[src/rtl/adma_cm_xfer_cmpl.sv]
// Transfer-completion collector: rising edges of per-descriptor done flags are
// queued and reported one at a time, round-robin, with an acknowledge clear pulse.
module adma_cm_xfer_cmpl #(
    parameter  int DMA_DESC_DEPTH = 4,
    localparam int IDX_W          = $clog2(DMA_DESC_DEPTH)
) (
    input  logic                      clk,
    input  logic                      rst_n,
    input  logic [DMA_DESC_DEPTH-1:0] xfer_done_i,
    output logic [DMA_DESC_DEPTH-1:0] xfer_done_clear_o,
    input  logic                      irq_en_i,
    output logic                      irq_o,
    output logic                      cmpl_valid_o,
    input  logic                      cmpl_ready_i,
    output logic [IDX_W-1:0]          cmpl_idx_o,
    output logic [DMA_DESC_DEPTH-1:0] ovr_flag_o,
    input  logic [DMA_DESC_DEPTH-1:0] ovr_clear_i,
    output logic [IDX_W-1:0]          rr_ptr_o
);

    // Report port: a report transfers on any cycle with cmpl_valid_o & cmpl_ready_i;
    // once raised, cmpl_valid_o and cmpl_idx_o hold until that handshake.

    logic [DMA_DESC_DEPTH-1:0] done_q, pend_q, pend_d, ovr_q, ovr_d, clr_q, clr_d;
    logic [DMA_DESC_DEPTH-1:0] rise, load_vec;
    logic                      valid_q, valid_d, irq_q, irq_d;
    logic [IDX_W-1:0]          idx_q, idx_d, rr_q, rr_d, win_idx;
    logic                      win_found, slot_free, load, hs;
    int                        cand;

    assign rise      = xfer_done_i & ~done_q;
    assign slot_free = ~valid_q | cmpl_ready_i;
    assign hs        = valid_q & cmpl_ready_i;

    // First pending bit scanning from rr_q upward, wrapping at the depth.
    always_comb begin
        win_found = 1'b0;
        win_idx   = '0;
        cand      = 0;
        for (int k = 0; k < DMA_DESC_DEPTH; k++) begin
            cand = (int'(rr_q) + k) % DMA_DESC_DEPTH;
            if (!win_found && pend_q[IDX_W'(cand)]) begin
                win_found = 1'b1;
                win_idx   = IDX_W'(cand);
            end
        end
    end

    assign load = slot_free & win_found;

    always_comb begin
        load_vec = '0;
        clr_d    = '0;
        for (int i = 0; i < DMA_DESC_DEPTH; i++) begin
            load_vec[i] = load & (win_idx == IDX_W'(i));
            clr_d[i]    = hs & (idx_q == IDX_W'(i));
        end
    end

    // A new rise beats the load of the same bit, so it is never an overrun.
    assign pend_d = rise | (pend_q & ~load_vec);
    assign ovr_d  = (ovr_q & ~ovr_clear_i) | (rise & pend_q & ~load_vec);

    always_comb begin
        valid_d = valid_q;
        idx_d   = idx_q;
        rr_d    = rr_q;
        if (load) begin
            valid_d = 1'b1;
            idx_d   = win_idx;
            if (win_idx == IDX_W'(DMA_DESC_DEPTH - 1)) begin
                rr_d = '0;
            end else begin
                rr_d = win_idx + 1'b1;
            end
        end else if (cmpl_ready_i) begin
            valid_d = 1'b0;
        end
        irq_d = irq_en_i & valid_d;
    end

    always_ff @(posedge clk or negedge rst_n) begin
        if (!rst_n) begin
            done_q  <= '0;
            pend_q  <= '0;
            ovr_q   <= '0;
            clr_q   <= '0;
            valid_q <= 1'b0;
            idx_q   <= '0;
            rr_q    <= '0;
            irq_q   <= 1'b0;
        end else begin
            done_q  <= xfer_done_i;
            pend_q  <= pend_d;
            ovr_q   <= ovr_d;
            clr_q   <= clr_d;
            valid_q <= valid_d;
            idx_q   <= idx_d;
            rr_q    <= rr_d;
            irq_q   <= irq_d;
        end
    end

    assign xfer_done_clear_o = clr_q;
    assign irq_o             = irq_q;
    assign cmpl_valid_o      = valid_q;
    assign cmpl_idx_o        = idx_q;
    assign ovr_flag_o        = ovr_q;
    assign rr_ptr_o          = rr_q;

endmodule

[config.mk]
export PLATFORM = sky130hd
export DESIGN_NAME = adma_cm_xfer_cmpl
export DESIGN_NICKNAME = d
export VERILOG_FILES = /design/src/rtl/adma_cm_xfer_cmpl.sv
export SDC_FILE = /design/constraint.sdc
export NUM_CORES = 1
export LEC_CHECK = 0
export CAP_MARGIN = 20
export CORE_MARGIN = 8
export CORE_UTILIZATION = 44
export CTS_BUF_LIST = sky130_fd_sc_hd__clkbuf_4
export CTS_CLUSTER_SIZE = 16
export DETAILED_ROUTE_END_ITERATION = 7
export PLACE_DENSITY = 0.77
export SLEW_MARGIN = 0
export SYNTH_ARGS = -nofsm -noshare
export SYNTH_HDL_FRONTEND = slang
export SYNTH_SLANG_ARGS = --single-unit
[constraint.sdc]
create_clock -name clk -period 1.6 [get_ports clk]
set_input_delay 0.48 -clock clk [delete_from_list [all_inputs] [get_ports clk]]
set_output_delay 0.48 -clock clk [all_outputs]
set_load 0.1 [all_outputs]
==> impl_metrics.env, run 1 <==
export IMPL_grt_max_degree=23
export IMPL_cpMaxStageDelayCell="dfrtp_4"
export IMPL_setup_slack_ns=-0.201
export IMPL_cts_tree="built"
export IMPL_cp_startpoint="rr_ptr_o[0]"
export IMPL_grt_usage=0.138
export IMPL_drt_wl_total_mm=2.57
export IMPL_cap_violations=0
export IMPL_r2r_end="ovr_flag_o[1]"
export IMPL_violations="setup timing"
export IMPL_path_class="register to register"
export IMPL_fin_crit_sh=1.13
export IMPL_ys_types=28
export IMPL_design_portCount=26
export IMPL_crit_chain="and3b_1, o21a_1, or3_4, ha_4, inv_2, o21ai_2, o22ai_1"
export IMPL_clk_latency_ns=0.30
export IMPL_place_ws_ns=-0.235
export IMPL_vias=809
export IMPL_finalInstanceArea_mm2=0.00166
export IMPL_async_flop_share=1.00
export IMPL_dpl_cell_area_mm2=0.00152
export IMPL_cp_arrival_ns=2.02
export IMPL_diodes=0
export IMPL_max_freq_ghz=0.555
export IMPL_dp_hpwl_mm=1.82
export IMPL_h_tree_depth=1
export IMPL_setup_violations=11
export IMPL_critPathRequiredTime_ns=1.82
export IMPL_maxSlewViolCount=0
export IMPL_cts_max_path_buffers=2
export IMPL_synthTopCellsByArea="dfrtp_1 (57%), ha_1 (5.2%), nand2b_1 (4.6%)"
export IMPL_detail_route_first_pass_iterations=4
export IMPL_synth_area_leader_cell="dfrtp_1"
export IMPL_period_minus_slack_ns=1.80
export IMPL_dp_cells=155
export IMPL_final_nets=151
export IMPL_cts_buffers_inserted=3
export IMPL_ys_top_cells_by_count="dfrtp_1 (22), inv_1 (9), nand2b_1 (7)"
export IMPL_vias_per_cell=4.99
export IMPL_drt_initial_drc_count=25
export IMPL_worstSetupStartpointType="register"
export IMPL_hold_violations=0
export IMPL_synth_cells=87
export IMPL_root_buffer="clkbuf_4"
export IMPL_hp_class="primary input to async pin"
export IMPL_antenna_found_initial=0
export IMPL_syn_cell_area_um2=961
export IMPL_path_clk_slew_ns=0.12
export IMPL_routedWlPerCell_um=15.9
export IMPL_grt_pass1_vias=987
export IMPL_grt_overflow_total=0
export IMPL_area_delta_synth_final_pct=72.5
export IMPL_core_area_mm2=0.00213
export IMPL_syn_mean_instance_area_um2=11.0
export IMPL_critPathMaxStageDelay_ns=0.54
export IMPL_fin_worst_skew_ns=0.0152
export IMPL_clock_sinks=22
export IMPL_synth_main_ff_cell="dfrtp_1"
export IMPL_synth_edff_count=0
export IMPL_ys_seq_area_frac=0.573
export IMPL_die_h_um=62.7
export IMPL_start_util=0.452
export IMPL_ant_nets=0
export IMPL_relSlewSlack=0.814
export IMPL_finish_cell_count_without_fillers=162
export IMPL_regToRegSetupSlack_ns=-0.20
export IMPL_synth_seq_cells=22
export IMPL_layout_drive_gt1_share=0.463
export IMPL_die_width_um=62.7
export IMPL_reg2reg_depth=7
export IMPL_die_area_mm2=0.00394
export IMPL_portBuffers=25
export IMPL_crit_end="ovr_flag_o[1]"
export IMPL_status="complete, but fails checks"
export IMPL_worst_path_max_fanout=5
export IMPL_rsz0062_at_grt="true"
export IMPL_r2r_start="rr_ptr_o[0]"
export IMPL_synth_nets=103
export IMPL_end_kind="register"
export IMPL_yosysWarningCount=0
export IMPL_num_rows=17
export IMPL_tightest_slew_ns=0.271
export IMPL_gp_routability_congestion=0.805
export IMPL_yosys_area_top_type_share=0.573
export IMPL_grt_pass1_wl_mm=4.53
export IMPL_drc=0
export IMPL_yosysMostFrequentCell="dfrtp_1"
[critical path, delay by kind of cell, from the launching register on]
kind                       cells  cell delay, ns
AOI/OAI and AO/OA              3            0.40
DFF                            1            0.54
and+or+nand+nor                2            0.56
buffers and inverters          1            0.05
adders and majority gates      1            0.17
[registers in the layout, summed over array words and instances, names as in the netlist]
signal	cells
xfer_done_clear_o	4
irq_o	1
cmpl_valid_o	1
pend_q	4
done_q	4
ovr_flag_o	4
rr_ptr_o	2
cmpl_idx_o	2
[cell families after synthesis]
logic type               after synthesis  share of synthesized area
AND/OR/NAND/NOR                       31                      0.182
flip-flops                            22                      0.573
AO/OA/AOI/OAI                         18                      0.132
buffers and inverters                 10                     0.0391
adder cells (fa/ha/maj)                4                     0.0521
multiplexers                           2                     0.0221
[metal layers]
| metal | vias up | track usage | part of all wire |
|---|---|---|---|
| met4 | 0 | 0.0741 | 0.021 |
| met3 | 6 | 0.0358 | 0.047 |
| li1 | 388 | - | - |
| met2 | 26 | 0.252 | 0.53 |
| met1 | 389 | 0.139 | 0.40 |
| met5 | - | 0 | 0 |
[cell type report]
| class | count | area (um^2) |
|---|---|---|
| Sequential cell | 22 | 562 |
| Timing Repair Buffer | 44 | 544 |
| Fill cell | 133 | 469 |
| Multi-Input combinational cell | 55 | 453 |
| Tap cell | 28 | 35.0 |
| Inverter | 9 | 33.8 |
| Clock buffer | 4 | 30.0 |
[stage by stage]
step                 util  hold slack (ns)  setup TNS, ns
floorplan               -            0.184          -2.37
global placement    0.716            0.498          -1.77
detailed placement  0.716            0.503          -2.15
CTS                 0.770            0.512          -1.23
global route        0.779            0.526          -1.93
finish              0.779            0.513          -1.24
[placed cells by master (no fill, tap or decap), types with 2 or more instances in the layout]
cell             count
o22ai_1              4
o21ai_2              4
dfrtp_4              3
buf_12              14
nand2_1              6
clkbuf_4             4
inv_2                4
ha_4                 2
nand2b_1             6
nor2_1               5
dfrtp_1             19
buf_4               16
buf_6                3
ha_2                 2
inv_1                5
nor3_1               2
clkdlybuf4s50_1     11
nand3_1              2
[worst min path at each step]
| stage | startpoint | end | slack (ns) | cells after the start |
|---|---|---|---|---|
| 6_report | rst_n | ovr_flag_o[2] | 0.51 | 2 |
| 5_1_grt | rst_n | ovr_flag_o[2] | 0.53 | 2 |
| 4_1_cts | done_q[0] | pend_q[0] | 0.51 | 2 |
| 3_5_place_dp | done_q[3] | pend_q[3] | 0.50 | 2 |
| 3_3_place_gp | done_q[3] | pend_q[3] | 0.50 | 2 |
| 2_1_floorplan | rst_n | cmpl_idx_o[0] | 0.18 | 0 |
[what timing repair did]
action | 4_1_cts | 5_1_grt
hold buffers | 0 | 0
setup buffers | 2 | 1
pin swaps | 11 | 2
endpoints found under the setup margin | 11 | 11
gates resized for setup | 18 | 6
Power of run 1 is not shown: default switching activity piles up to over one toggle a cycle in this logic, so the estimate is an artifact.
==> inputs of run 2 (changes only) <==
--- a/config.mk
+++ b/config.mk
@@ -7,11 +7,11 @@
 export LEC_CHECK = 0
 export CAP_MARGIN = 20
 export CORE_MARGIN = 8
-export CORE_UTILIZATION = 44
-export CTS_BUF_LIST = sky130_fd_sc_hd__clkbuf_4
+export CORE_UTILIZATION = 42
+export CTS_BUF_LIST = sky130_fd_sc_hd__clkbuf_4 sky130_fd_sc_hd__clkbuf_8 sky130_fd_sc_hd__clkbuf_16
 export CTS_CLUSTER_SIZE = 16
 export DETAILED_ROUTE_END_ITERATION = 7
-export PLACE_DENSITY = 0.77
+export PLACE_DENSITY = 0.74
 export SLEW_MARGIN = 0
 export SYNTH_ARGS = -nofsm -noshare
 export SYNTH_HDL_FRONTEND = slang
==> run 2 against run 1 <==
The flow still finishes with violations (setup timing). Sequential share of layout area is 0.84 points higher. Fmax fell by 0.23%. First-iteration DRC count down 32%. Register-to-register slack about the same. Sequential cell count unchanged. Critical path depth decreased by 2. Worst setup slack lost 0.0042 ns. Non-clock buffer count decreased by 3. Utilization shrank 3.9 points. Largest cell class unchanged.
==> impl_metrics.env, run 2 (synthesis results as in run 1) <==
export IMPL_place_ws_ns=-0.241
export IMPL_path_clk_slew_ns=0.12
export IMPL_vias_per_cell=5.01
export IMPL_grt_pass1_wl_mm=3.82
export IMPL_cts_tree="built"
export IMPL_diodes=0
export IMPL_path_buf_inv=0
export IMPL_gp_routability_congestion=0.870
export IMPL_end_kind="register"
export IMPL_critPathRequiredTime_ns=1.81
export IMPL_hold_violations=0
export IMPL_h_tree_depth=1
export IMPL_final_cell_mix="dfrtp_1 (18), buf_4 (16), buf_12 (14)"
export IMPL_root_buffer="clkbuf_4"
export IMPL_relSlewSlack=0.809
export IMPL_worst_path_max_fanout=7
export IMPL_period_minus_slack_ns=1.81
export IMPL_clock_sinks=22
export IMPL_setup_slack_ns=-0.205
export IMPL_tightest_slew_ns=0.285
export IMPL_final_common_cell="dfrtp_1"
export IMPL_num_rows=17
export IMPL_drt_initial_drc_count=17
export IMPL_rsz0062_at_grt="true"
export IMPL_violations="setup timing"
export IMPL_final_nets=148
export IMPL_hp_class="primary input to async pin"
export IMPL_dp_hpwl_mm=1.76
export IMPL_portBuffers=25
export IMPL_cts_buffers_inserted=3
export IMPL_worstSetupStartpointType="register"
export IMPL_cpMaxStageDelayCell="dfrtp_4"
export IMPL_dpl_cell_area_mm2=0.00152
export IMPL_path_class="register to register"
export IMPL_area_delta_synth_final_pct=68.8
export IMPL_antenna_found_initial=0
export IMPL_regToRegSetupSlack_ns=-0.21
export IMPL_drt_wl_total_mm=2.39
export IMPL_core_area_mm2=0.00219
export IMPL_grt_pass1_vias=847
export IMPL_max_freq_ghz=0.554
export IMPL_critPathMaxStageDelay_ns=0.53
export IMPL_clk_latency_ns=0.31
export IMPL_cts_max_path_buffers=2
export IMPL_die_h_um=63.8
export IMPL_cap_violations=0
export IMPL_vias=796
export IMPL_start_util=0.439
export IMPL_detail_route_first_pass_iterations=4
export IMPL_grt_max_degree=23
export IMPL_routedWlPerCell_um=15.0
export IMPL_drc=0
export IMPL_fin_crit_sh=1.13
export IMPL_fin_hold_ws_ns=0.518
export IMPL_ant_nets=0
export IMPL_crit_chain="mux2i_2, a21oi_1, and3_1, ha_1, mux2_1"
export IMPL_status="complete, but fails checks"
export IMPL_die_area_mm2=0.00407
export IMPL_cp_top_family="flip-flops"
export IMPL_die_width_um=63.8
export IMPL_setup_violations=11
export IMPL_cp_arrival_ns=2.01
export IMPL_design_portCount=26
export IMPL_layout_drive_gt1_share=0.427
export IMPL_fin_worst_skew_ns=0.00746
export IMPL_finalInstanceArea_mm2=0.00162
export IMPL_grt_overflow_total=0
export IMPL_maxSlewViolCount=0
export IMPL_grt_usage=0.115
## run 2: cell count changes in the layout (fill, tap and decap cells not counted), sizes merged
cell | previous run | this run
buf | 33 | 30
## run 2: timing repair
item	in CTS	in global routing
endpoints found under the setup margin	11	11
resized for setup	10	7
setup buffers	0	0
gates cloned	0	0
hold buffers	0	0
pin swaps	6	1
## run 2: cell type report
type,count,area (um^2)
Tap cell,28,35.0
Fill cell,143,569
Clock buffer,4,36.3
Multi-Input combinational cell,55,443
Inverter,9,33.8
Sequential cell,22,563
Timing Repair Buffer,41,510
## run 2: worst paths after layout
check,end,cells after the start,startpoint
setup / recovery,rr_ptr_o[1],5,rr_ptr_o[1]
min in group clk,pend_q[2],2,done_q[2]
hold / removal,rr_ptr_o[0],2,rst_n
hold reg to reg,pend_q[2],2,done_q[2]
setup reg to reg,rr_ptr_o[1],5,rr_ptr_o[1]
max in group asynchronous,pend_q[2],2,rst_n
## run 2: through the flow
| step | instances | utilization | setup TNS (ns) |
|---|---|---|---|
| floorplan | 87 | - | -2.37 |
| global placement | 155 | 0.696 | -1.70 |
| detailed placement | 155 | 0.696 | -2.12 |
| CTS | 159 | 0.730 | -1.50 |
| global route | 159 | 0.740 | -1.85 |
| finish | 159 | 0.740 | -1.44 |
## run 2: routing by layer
layer	track usage	up-vias	wire length, um
met5	0	-	0
li1	-	386	-
met2	0.203	18	1320
met4	0.0836	0	55
met1	0.120	388	926
met3	0.0209	4	83
Power of run 2 is left out for the same reason.
